## src/rtl/fifo_stream_reader.sv

```systemverilog
// Read-side drain engine: pops a synchronous FIFO and re-times its 1-cycle read latency into a valid/ready stream.
// Optional statistics ports word_cnt/stall_cnt are present only when FIFO_RDR_STATS_EN is defined.
module fifo_stream_reader #(
    parameter int DATA_WIDTH = 8,
    parameter int CNT_WIDTH  = 16
) (
    input  logic                  clk,
    input  logic                  rst_n,
    input  logic                  enable,
    input  logic                  flush,
    output logic                  fifo_rd_en,
    input  logic                  fifo_empty,
    input  logic [DATA_WIDTH-1:0] fifo_dout,
    output logic                  m_valid,
    output logic [DATA_WIDTH-1:0] m_data,
    input  logic                  m_ready,
    output logic                  busy
`ifdef FIFO_RDR_STATS_EN
    ,
    output logic [CNT_WIDTH-1:0]  word_cnt,
    output logic [CNT_WIDTH-1:0]  stall_cnt
`endif
);

    if (DATA_WIDTH < 1 || CNT_WIDTH < 1) begin : g_param_check
        $error("fifo_stream_reader: DATA_WIDTH and CNT_WIDTH must be positive");
    end

    typedef enum logic [1:0] {
        IDLE   = 2'd0,
        ACTIVE = 2'd1,
        STOP   = 2'd2
    } state_t;

    state_t                state;
    state_t                state_nxt;
    logic [1:0]            occ;
    logic                  inflight;
    logic [1:0]            rd_ptr;
    logic [1:0]            wr_ptr;
    logic [DATA_WIDTH-1:0] slot [0:2];
    logic [2:0]            level;
    logic                  capture;
    logic                  accept;

    function automatic logic [1:0] ptr_inc(input logic [1:0] p);
        return (p == 2'd2) ? 2'd0 : p + 2'd1;
    endfunction

    // Pops are limited by buffered plus in-flight words, so the buffer can never overflow
    // and fifo_rd_en stays independent of m_ready.
    always_comb begin
        level      = {1'b0, occ} + {2'b00, inflight};
        fifo_rd_en = (state == ACTIVE) && enable && !flush && !fifo_empty && (level < 3'd3);
        capture    = inflight && !flush;
        accept     = m_valid && m_ready && !flush;
    end

    assign m_valid = (occ != 2'd0);
    assign m_data  = slot[rd_ptr];
    assign busy    = (state != IDLE);

    always_comb begin
        state_nxt = state;
        unique case (state)
            IDLE: begin
                if (enable) state_nxt = ACTIVE;
            end
            ACTIVE: begin
                if (!flush && !enable) state_nxt = STOP;
            end
            STOP: begin
                if (flush)                             state_nxt = IDLE;
                else if (enable)                       state_nxt = ACTIVE;
                else if (occ == 2'd0 && !inflight)     state_nxt = IDLE;
            end
            default: state_nxt = IDLE;
        endcase
    end

    always_ff @(posedge clk or negedge rst_n) begin
        if (!rst_n) begin
            state <= IDLE;
        end else begin
            state <= state_nxt;
        end
    end

    always_ff @(posedge clk or negedge rst_n) begin
        if (!rst_n) begin
            occ      <= '0;
            inflight <= 1'b0;
            rd_ptr   <= '0;
            wr_ptr   <= '0;
            for (int unsigned i = 0; i < 3; i++) begin
                slot[i] <= '0;
            end
        end else if (flush) begin
            occ      <= '0;
            inflight <= 1'b0;
            rd_ptr   <= '0;
            wr_ptr   <= '0;
        end else begin
            inflight <= fifo_rd_en;
            if (capture) begin
                slot[wr_ptr] <= fifo_dout;
                wr_ptr       <= ptr_inc(wr_ptr);
            end
            if (accept) begin
                rd_ptr <= ptr_inc(rd_ptr);
            end
            unique case ({capture, accept})
                2'b10:   occ <= occ + 2'd1;
                2'b01:   occ <= occ - 2'd1;
                default: occ <= occ;
            endcase
        end
    end

`ifdef FIFO_RDR_STATS_EN
    always_ff @(posedge clk or negedge rst_n) begin
        if (!rst_n) begin
            word_cnt  <= '0;
            stall_cnt <= '0;
        end else begin
            if (accept) begin
                word_cnt <= word_cnt + 1'b1;
            end
            if (m_valid && !m_ready && (stall_cnt != '1)) begin
                stall_cnt <= stall_cnt + 1'b1;
            end
        end
    end
`endif

    a_no_pop_when_empty: assert property (@(posedge clk) disable iff (!rst_n)
        !(fifo_rd_en && fifo_empty));

    a_level_bounded: assert property (@(posedge clk) disable iff (!rst_n)
        level <= 3'd3);

    a_hold_while_stalled: assert property (@(posedge clk) disable iff (!rst_n)
        (m_valid && !m_ready && !flush) |=> (m_valid && $stable(m_data)));

endmodule
```

## config.mk

```make
export PLATFORM = sky130hd
export DESIGN_NAME = fifo_stream_reader
export DESIGN_NICKNAME = d
export VERILOG_FILES = /design/src/rtl/fifo_stream_reader.sv
export SDC_FILE = /design/constraint.sdc
export NUM_CORES = 1
export LEC_CHECK = 0
export CAP_MARGIN = 30
export CORE_AREA = 5 5 65 67
export DETAILED_ROUTE_END_ITERATION = 8
export DIE_AREA = 0 0 70 72
export PLACE_DENSITY = 0.68
export SLEW_MARGIN = 20
export SYNTH_ARGS = -nofsm -noshare
export SYNTH_HDL_FRONTEND = slang
export SYNTH_SLANG_ARGS = --single-unit
```

## constraint.sdc

```tcl
create_clock -name clk -period 4.9 [get_ports clk]
set_input_delay 1.47 -clock clk [delete_from_list [all_inputs] [get_ports clk]]
set_output_delay 1.47 -clock clk [all_outputs]
set_load 0.02 [all_outputs]
```

# ---- Yosys cells after proc, flatten, opt, wreduce, memory -nomap -nowiden
# Index checks and enable logic that the tools add are counted.
dict set report classes {
  n_mul 0
  n_addsub 5
  shift 0
  n_bitwise 3
  eq_ne 9
  div_mod_pow 0
  order_cmp 4
  n_mux 21
  reduce_logical 23
}
# operator n
set op_table {}
lappend op_table {{24-bit bitwise mux} 1}
lappend op_table {{2-bit two-way mux} 12}
lappend op_table {{8-bit two-way mux} 3}
lappend op_table {{8-bit binary-select mux with 2-bit select} 1}
lappend op_table {{8-bit demux with 2-bit select} 1}
lappend op_table {{1-bit logical AND} 10}
lappend op_table {{2-bit equality test (second input constant)} 4}
lappend op_table {{2-bit nonzero test} 4}
lappend op_table {{2-bit by 1-bit adder with 2-bit output (second input constant)} 3}
lappend op_table {{3-bit greater-or-equal comparator (second input constant)} 2}
lappend op_table {{2-bit NOT with 3-bit output} 2}
lappend op_table {{2-bit case mux with 3 select lines} 1}
lappend op_table {{2-bit by 1-bit equality test with 1-bit output (second input constant)} 2}
lappend op_table {{1-bit logical NOT} 4}
lappend op_table {{2-bit logical NOT} 2}
lappend op_table {{4-bit != test (second input constant)} 1}
lappend op_table {{2-bit case mux with 2 select lines} 1}
lappend op_table {{2-bit by 1-bit adder with 3-bit output} 1}
lappend op_table {{3-bit by 1-bit < comparator with 1-bit output (second input constant)} 1}
lappend op_table {{3-bit by 2-bit < comparator with 1-bit output (second input constant)} 1}
lappend op_table {{3-bit AND reduction} 1}
lappend op_table {{3-bit nonzero test} 1}
lappend op_table {{2-bit by 1-bit != test with 1-bit output (second input constant)} 1}
lappend op_table {{2-bit != test (second input constant)} 1}
lappend op_table {{4 further kinds} 4}
dict set report word_totals {
  latch_bits 0
  inputBits 14
  mem_count 0
  out_inout_bits 11
  ramBits 0
  word_cells 73
  ff_bits 33
  rom_bits 0
}

# ---- Depth between registers and ports, before layout
dict set report depth {
  word_depth 6
  mapped_depth 4
  mapped_depth_nobuf 4
}

# ---- Worst setup path after synthesis
# Ideal clock, no wire load.
dict set report synth_timing {
  path_type {input to output}
  from {in flush}
  to {out fifo_rd_en}
  t_required_ps 3430
  path_buffers 1
  setup_slack_ps 1187
  t_arrival_ps 2243
  cell_stages 3
  path_cell_list {buf_6 nand2b_1 nor3_1}
}
dict set report synth_between {
  elab_chain_len 4
}
# element line
set synth_lines {}
lappend synth_lines {{start, declared} 10} ;# input logic flush,
lappend synth_lines {{1-bit logical NOT} 54} ;# fifo_rd_en = (state == ACTIVE) && enable && !flush && !fifo_empty && (level < 3'd3);
lappend synth_lines {{1-bit logical AND (3 in a row)} 54}
lappend synth_lines {{end, declared} 11} ;# output logic fifo_rd_en,
# No other way between the ends.

# ---- Worst setup path in the final report
dict set report layout_timing {
  from {in fifo_empty}
  to {out fifo_rd_en}
}
dict set report layout_between {
  elab_chain_len 3
}
# element line
set layout_lines {}
lappend layout_lines {{start, declared} 12} ;# input logic fifo_empty,
lappend layout_lines {{1-bit logical NOT} 54}
lappend layout_lines {{1-bit logical AND (2 in a row)} 54}
# No other way between the ends.

==> metrics <==
fin. max-slew vios=0; fraction of the mapped netlist area in adder cells=1.58%; clock slew at reported path FFs=0.09 ns; P per Cell Area=326 nW/µm²; worst-path fanout max=2; number of flops mapped to enable cells by yosys=0; largest family of logic cells by synthesized area=multiplexers; vias in the first global route=1,138; routed len/inst=14.8 µm; setup repair bufs after CTS=0; post-synth cell types=28; WL met2=1370 µm; Final min period=4.37 ns; port bufs=24; ANT cells=0; largest net degree at the start of global routing=34; worst min path class=flop to flop; clock latency on the worst-skew pair=0.33 ns; GPL Wtd Cong=0.754; layout net count=170; CTS tree=done; initial antenna violation count=0; DPL Wire Length=2080 µm; post-synthesis mux area share=24.0%; IO Pins=25; Worst Path Required=3.43 ns; Least-Margin Pin Slew=0.664 ns; # DRC=0; WL final=2990 µm; Cells after Synth=126; Resize count post-CTS=0; Clock Path Buffers=2; CP peak stage delay=0.63 ns; Clock Skews=0.00388 ns; max_cap viols=0; status=complete, no violations; Buf+Inv Stages, Crit Path=2; peak supply drop=0.202 mV; count leader, synth=dfrtp_1; initial DRC count=25; critical path class=primary input to primary output; Seq cells post-synth=33; Leak=0.814 nW; Fmax=0.229 GHz; clock sink count=33; met1 wire length=1440 µm; Layout area overhead=21.4%; sequential area share after synthesis=52.2%; main flop type after synthesis=dfrtp_1; Final Cycle Share=89.1%; Die H=72 µm; Synth top area share=52.2%; mapped cell area=1580 µm²; Die ar.=5040 µm²; Worst EP arrival=2.90 ns; Post-Syn Nets=142; yosys warns=0; CTS hold repair buffers=0; Synth Area in Simple Gates=13.2%; Core Box Area=3580 µm²; Fin Hold WS=0.480 ns; Critical-path top delay cell=clkdlybuf4s50_1; met3 WL=140 µm; Layout fillers=321; highest metal used=met4; share of cells above drive strength 1=26.0%; Slew HR=55.7%; Routed Antenna Nets=0; setup_tns=0 ns; CTS Buf Count=5; syn_area_per_cell=12.6 µm²; vias post-DR=1,049; post-synth top area cell=dfrtp_1; cells along the critical path=clkdlybuf4s50_1 > a211o_1 > nor3_1 > clkdlybuf4s50_1; CP top delay family=buffers and inverters; Critical Path Most Common Cell=clkdlybuf4s50_1; largest cells by area after synthesis=dfrtp_1 52%, mux2_2 17%, mux2i_1 7.0%, o21ai_0 3.5%, nand2_1 2.6%; gr usage total=13.6%; initial core utilization=44.2%; synth cell count leaders=33 x dfrtp_1, 24 x mux2_2, 11 x mux2i_1, 11 x nand2_1, 11 x o21ai_0; RSZ-0062 raised after global routing=no; GRT overflow=0; XOR/XNOR Fraction of Synth Area=0%; final setup violation count=0; Via density=5.19; post-synthesis compound-gate area fraction=7.04%; Final Hold Fails=0; element type at the critical path start=primary input; H-tree depth=2; global-route wire length before repair=5330 µm; Pre-antenna DRT Iters=4; Critical Path End Type=primary output; root buffer cell=clkbuf_4; ys async rst share=100%; Cell Rows=22; Die Span X=70 µm
==> per-layer routing <==
layer / vias to the layer above / global-route usage, %
met4: 0 / 7.02
met2: 23 / 20.9
li1: 507 / -
met3: 6 / 4.99
met1: 513 / 16.8
met5: - / 0
==> kinds of logic (layout without fill, tap and decap cells) <==
family          count (synthesis)  after routing
compound gates                 20             20
flops                          33             33
fa+ha+maj                       2              2
mux                            35             35
simple gates                   31             31
buf+inv                         5             33
==> state kept, by name (all words and copies together), names as in the netlist <==
register and count:
inflight 1, rd_ptr 2, slot 24, state 2
occ 2, wr_ptr 2
==> layout make-up <==
class | count | area, µm² | share of cell area [%]
flip-flops and latches | 33 | 826 | 43.0
multi-input cells | 88 | 726 | 37.8
repair buffers | 26 | 255 | 13.3
well taps | 48 | 60.1 | 3.13
clock buffers | 7 | 55.1 | 2.86
==> power by group <==
| group | internal, W | switching [W] | leakage (nW) | total, W |
|---|---|---|---|---|
| registers | 0.000301 | 0.0000182 | 0.441 | 0.000320 |
| logic | 0.0000840 | 0.0000707 | 0.341 | 0.000155 |
| clock network | 0.0000677 | 0.0000839 | 0.0314 | 0.000152 |
==> path summary, 6_finish.rpt <==
path	slack (ns)	from	to	depth (start not counted)
worst min-delay path	0.48	state[1]	state[0]	1
worst max-delay path	0.53	fifo_empty	fifo_rd_en	4
worst min register to register	0.48	state[1]	state[0]	1
min in group asynchronous	1.54	rst_n	slot[4]	2
worst max register to register	3.21	inflight	slot[7]	3
max in group asynchronous	3.06	rst_n	slot[14]	2
==> worst register-to-register path, cell delays in order (launching register included) <==
cell	delay, ns
dfrtp_1	0.55
nand2b_4	0.14
nor3b_4	0.50
mux2_2	0.40
==> stage by stage <==
step           cell area [µm²]  power, W  setup slack, ns  util (%)  std cells
6_report                  1920  0.000626            0.533      53.7        202
2_1_floorplan             1580  0.000405             1.19         -        126
5_1_grt                   1920  0.000665            0.365      53.7        202
4_1_cts                   1920  0.000635            0.521      53.7        202
3_3_place_gp              1870  0.000476            0.562      52.2        195
3_5_place_dp              1870  0.000481            0.528      52.2        195
==> cell usage in the layout (no fill, tap or decap), drive strengths merged, types with 2 or more instances in the layout <==
master	n
mux2i	11
clkbuf	7
nor3b	2
nand2b	4
buf	2
nor2	2
nor3	3
o21ai	11
nand2	11
or2	3
ha	2
clkdlybuf4s50	24
nor2b	2
dfrtp	33
mux2	24
a21oi	5
Note: power is estimated with default switching activity, not from simulation.
